$ cat config.mk
export PLATFORM = sky130hd
export DESIGN_NAME = fifo_uart_tx
export DESIGN_NICKNAME = d
export VERILOG_FILES = /design/src/rtl/fifo_uart_tx.sv
export SDC_FILE = /design/constraint.sdc
export NUM_CORES = 1
export LEC_CHECK = 0
export BUFFER_PORTS_ARGS = -buffer_cell sky130_fd_sc_hd__buf_2
export CORE_ASPECT_RATIO = 1.25
export CORE_MARGIN = 2
export CORE_UTILIZATION = 50
export CTS_CLUSTER_DIAMETER = 30
export DETAILED_ROUTE_END_ITERATION = 10
export GPL_TIMING_DRIVEN = 0
export HOLD_SLACK_MARGIN = 0.02
export PLACE_DENSITY = 0.81
export SLEW_MARGIN = 20
export SYNTH_ARGS = -nofsm -noshare
export SYNTH_HDL_FRONTEND = slang
export SYNTH_SLANG_ARGS = --single-unit
export TNS_END_PERCENT = 5
$ cat constraint.sdc
create_clock -name clk -period 3.9 [get_ports clk]
set_input_delay 0 -clock clk [delete_from_list [all_inputs] [get_ports clk]]
set_output_delay 0 -clock clk [all_outputs]
set_load 0.1 [all_outputs]
$ cat src/rtl/fifo_uart_tx.sv
// Purpose: pops words from a register FIFO and serializes them as start/data(LSB first)/parity/stop frames.
// Latency: tx falls on the edge that pops the word; a frame occupies (1+WIDTH+P+STOP_BITS)*CLKS_PER_BIT cycles.
// Backpressure: fetches only in IDLE with en=1 and empty=0; en and empty never disturb a frame already in flight.
module fifo_uart_tx #(
  parameter int WIDTH        = 8,
  parameter int CLKS_PER_BIT = 4,
  parameter int PARITY       = 0,
  parameter int STOP_BITS    = 1
) (
  input  logic             clk,
  input  logic             res_n,
  input  logic             en,
  input  logic             empty,
  input  logic [WIDTH-1:0] rdata,
  output logic             shift_out,
  output logic             tx,
  output logic             busy
);

  localparam int CW = (CLKS_PER_BIT > 2) ? $clog2(CLKS_PER_BIT) : 1;
  localparam int BW = $clog2(WIDTH + 1);
  localparam logic [CW-1:0] CYC_LAST  = CW'(CLKS_PER_BIT - 1);
  localparam logic [BW-1:0] DATA_LAST = BW'(WIDTH - 1);
  localparam logic [BW-1:0] STOP_LAST = BW'(STOP_BITS - 1);

  if (CLKS_PER_BIT < 2) begin : g_bad_cpb
    $error("fifo_uart_tx: CLKS_PER_BIT must be at least 2");
  end
  if (PARITY < 0 || PARITY > 2) begin : g_bad_parity
    $error("fifo_uart_tx: PARITY must be 0, 1 or 2");
  end
  if (STOP_BITS != 1 && STOP_BITS != 2) begin : g_bad_stop
    $error("fifo_uart_tx: STOP_BITS must be 1 or 2");
  end

  typedef enum logic [2:0] {
    S_IDLE,
    S_START,
    S_DATA,
    S_PARITY,
    S_STOP
  } state_t;

  state_t           state_q, state_d;
  logic             tx_q, tx_d;
  logic             par_q, par_d;
  logic [CW-1:0]    cyc_q, cyc_d;
  logic [BW-1:0]    bit_q, bit_d;
  logic [WIDTH-1:0] shreg_q, shreg_d;
  logic             bit_end;

  // Pop strobe: only from IDLE, and never while reset is asserted.
  assign shift_out = (state_q == S_IDLE) & en & ~empty & res_n;
  assign tx        = tx_q;
  assign busy      = (state_q != S_IDLE);
  assign bit_end   = (cyc_q == CYC_LAST);

  // Next-state: bit timing, frame sequencing and the registered line value.
  always_comb begin
    state_d = state_q;
    tx_d    = tx_q;
    par_d   = par_q;
    bit_d   = bit_q;
    shreg_d = shreg_q;
    cyc_d   = (state_q == S_IDLE || bit_end) ? '0 : cyc_q + 1'b1;
    case (state_q)
      S_IDLE: begin
        if (shift_out) begin
          shreg_d = rdata;
          par_d   = (PARITY == 2) ? ~^rdata : ^rdata;
          bit_d   = '0;
          tx_d    = 1'b0;
          state_d = S_START;
        end
      end
      S_START: begin
        if (bit_end) begin
          tx_d    = shreg_q[0];
          bit_d   = '0;
          state_d = S_DATA;
        end
      end
      S_DATA: begin
        if (bit_end) begin
          if (bit_q == DATA_LAST) begin
            bit_d = '0;
            if (PARITY != 0) begin
              tx_d    = par_q;
              state_d = S_PARITY;
            end else begin
              tx_d    = 1'b1;
              state_d = S_STOP;
            end
          end else begin
            bit_d   = bit_q + 1'b1;
            shreg_d = shreg_q >> 1;
            tx_d    = shreg_d[0];
          end
        end
      end
      S_PARITY: begin
        if (bit_end) begin
          tx_d    = 1'b1;
          bit_d   = '0;
          state_d = S_STOP;
        end
      end
      S_STOP: begin
        if (bit_end) begin
          tx_d = 1'b1;
          if (bit_q == STOP_LAST) begin
            state_d = S_IDLE;
          end else begin
            bit_d = bit_q + 1'b1;
          end
        end
      end
      default: begin
        tx_d    = 1'b1;
        state_d = S_IDLE;
      end
    endcase
  end

  // State registers with synchronous active-low reset; an in-flight word is dropped.
  always_ff @(posedge clk) begin
    if (!res_n) begin
      state_q <= S_IDLE;
      tx_q    <= 1'b1;
      par_q   <= 1'b0;
      cyc_q   <= '0;
      bit_q   <= '0;
      shreg_q <= '0;
    end else begin
      state_q <= state_d;
      tx_q    <= tx_d;
      par_q   <= par_d;
      cyc_q   <= cyc_d;
      bit_q   <= bit_d;
      shreg_q <= shreg_d;
    end
  end

endmodule

==> flow_summary.json <==
{
  "skew_ns": 0.00719,
  "cts_max_level": 1,
  "synth_fp_nets": 134,
  "leakage_nw": 0.429,
  "drtPass1Iterations": 4,
  "period_share_pct": 61.1,
  "cp_data_arrival_time_ns": 2.38,
  "maxSlewHeadroom_pct": 58.8,
  "slowest_delay_ns": 0.58,
  "hold_path_class": "in -> reg",
  "syn-cell-area_sq_um": 1060,
  "drc": 0,
  "nFillCells": 199,
  "regToRegEndpoint": "shreg_q[4]$_SDFFE_PN0P_",
  "cts_tree": "done",
  "numCtsBuffers": 3,
  "min_from": "rdata[7]",
  "crit_fanout": 10,
  "nNetsFinal": 152,
  "period_needed_ns": 2.38,
  "first_iter_violations": 25,
  "layout_common_cells": "dfxtp_1, buf_2, a21oi_1",
  "fin_cells": 156,
  "yosysWarningCount": 0,
  "syn_to_final_growth_pct": 12.0,
  "ant_nets": 0,
  "cp_slowest_cell": "nor4b_1",
  "rr_startpoint": "cyc_q[0]$_SDFF_PP0_",
  "r2r_slack_ns": 1.79,
  "hold_end": "shreg_q[7]$_SDFFE_PN0P_",
  "holdWs_ns": 0.0384,
  "core_area_sq_um": 1980,
  "grt_use_total_pct": 20.2,
  "cpMostUsedCell": "buf_2",
  "final-hold-violation-count": 0,
  "rsz0062_at_grt": "false",
  "regArea_sq_um": 360,
  "synthesis.instances": 119,
  "drive_above_1_share_pct": 17.6,
  "total_power_w": 0.000362,
  "worst_pin_slew_ns": 0.609,
  "design_area_sq_um": 1180,
  "syn_avg_cell_area_sq_um": 8.87,
  "ys_ff_latch": 18,
  "hold-path-cell-count": 3,
  "die-area_sq_um": 2500,
  "multiInputGateArea_sq_um": 626,
  "p_per_area_nw_per_um2": 306,
  "ios": 15,
  "antenna_found_initial": 0,
  "ir_drop_mv": 0.253,
  "antennaDiodeCount": 0,
  "dpl.hpwl_mm": 1.77,
  "wl_per_cell_um": 15.0,
  "routabilityCongestion": 0.837,
  "postCtsResizedCells": 0,
  "status": "completed",
  "synth_cell_types": 39,
  "cp-start-kind": "register",
  "setup_violations": 0,
  "grt_pass1_wl_mm": 3.88,
  "ys_seq_area_share_pct": 34.1,
  "end_kind": "output port",
  "grt-ovfl-total": 0,
  "critical_path_buf_inv_count": 3,
  "cp.required_ns": 3.90,
  "clk_path_buf_depth": 2,
  "grt_pass1_vias": 881,
  "grt_max_degree": 11,
  "die_y_um": 55.4,
  "die_x_um": 45.1,
  "drv_cap": 0,
  "finalWirelength_mm": 2.34,
  "post-cts-setup-buffer-count": 0,
  "setup_tns_ns": 0,
  "cts.clk_slew.worst_paths_ns": 0.11,
  "fmax_ghz": 0.420,
  "slew_viol_final": 0,
  "path_cells": "buf_2, nor4b_1, nand3_1, inv_1, buf_2",
  "vias": 971,
  "placed_cell_area_sq_um": 1150,
  "crit_family": "simple AND/OR/NAND/NOR gates",
  "cts-hold-fix-buffers": 0,
  "row_count": 18,
  "clock_latency_ns": 0.30,
  "io_buffers": 13,
  "cts_sinks": 18,
  "via_per_inst": 6.22,
  "reg2reg_depth": 7,
  "crit_type": "reg -> out",
  "final_common_cell": "dfxtp_1",
  "initial_core_util_pct": 53.3,
  "dp_cells": 152,
  "root_buffer": "clkbuf_4"
}
## stage by stage
stage,utilization [%],setup slack (ns)
after floorplan,-,1.71
after global placement,57.8,1.89
after detailed placement,57.8,1.83
after CTS,59.7,1.57
after global routing,59.7,1.45
final,59.7,1.52
## report_power, final
part / leakage, nW / internal, W / total (W) / switching (W)
combinational: 0.262 / 0.0000184 / 0.0000535 / 0.0000352
clock: 0.0210 / 0.0000569 / 0.000116 / 0.0000590
sequential: 0.146 / 0.000190 / 0.000193 / 0.00000312
## logic make-up after synthesis
group	synth area share, %
AO/OA/AOI/OAI	28.1
adder cells (fa/ha/maj)	4.50
buffers and inverters	6.63
flip-flops	34.1
multiplexers	6.64
AND/OR/NAND/NOR	20.0
## flip-flops by register name, summed over array words and instances, names as in the netlist
name	count
shreg_q	8
bit_q	4
state_q	3
cyc_q	2
tx	1
## routing by layer
metal | vias to the layer above | share of wire (%) | routed length, um | GRT usage [%]
li1 | 489 | - | - | -
met1 | 451 | 44 | 1030 | 25.6
met2 | 23 | 50 | 1170 | 32.0
met3 | 8 | 2.5 | 59 | 1.96
met4 | 0 | 3.1 | 73 | 11.8
met5 | - | 0 | 0 | 0
## worst max path at each step
stage,start,to,cells past startpoint
floorplan,state_q[1]$_SDFFE_PN0P_,bit_q[1]$_SDFFE_PN0P_,6
global placement,cyc_q[0]$_SDFF_PP0_,shreg_q[2]$_SDFFE_PN0P_,7
detailed placement,cyc_q[0]$_SDFF_PP0_,shreg_q[2]$_SDFFE_PN0P_,7
CTS,state_q[1]$_SDFFE_PN0P_,shift_out,5
global route,state_q[1]$_SDFFE_PN0P_,shift_out,5
finish,state_q[1]$_SDFFE_PN0P_,shift_out,5
## layout make-up
| cell class | instances | area share, % |
|---|---|---|
| buffer | 11 | 4.34 |
| tap | 20 | 2.12 |
| timing repair buffer | 13 | 5.50 |
| sequential | 18 | 30.5 |
| multi-input combinational | 85 | 52.9 |
| inverter | 5 | 1.59 |
| clock buffer | 4 | 3.07 |
## cell usage after synthesis (all sizes together)
cell      n  share of area, %
o32a      1              0.95
inv       4               1.4
nor4b     2               1.7
nand4bb   1               1.1
a211oi    2               1.4
nor2b     3               1.8
nor2      4               1.4
clkinv    1              0.36
o22a      1              0.83
a2111oi   3               2.5
and3      1              0.59
maj3      1              0.95
buf       3               2.0
or2       1              0.59
o21ai     4               1.9
nand3     4               1.9
a21o      1              0.71
a22oi     2               1.4
dfxtp    18                34
o211ai    3               2.1
o32ai     1               1.5
nor3b     1              0.71
and3b     1              0.83
mux2i     7               6.6
a21oi    11               5.2
a311oi    7               5.8
and4b     1              0.95
nand2     3               1.1
ha        3               3.6
or4b      2               2.3
nand2b    5               3.0
o22ai     2               1.2
nor3      3               1.4
o31a      2               1.7
a221oi    1              0.83
or3b      1              0.83
clkbuf    8               2.8
## tightest hold or removal path, stage by stage
cell     delay [ns]
buf_2          0.09
or4b_1         0.15
a21oi_1        0.05
Power figures use the tool's default switching activity.
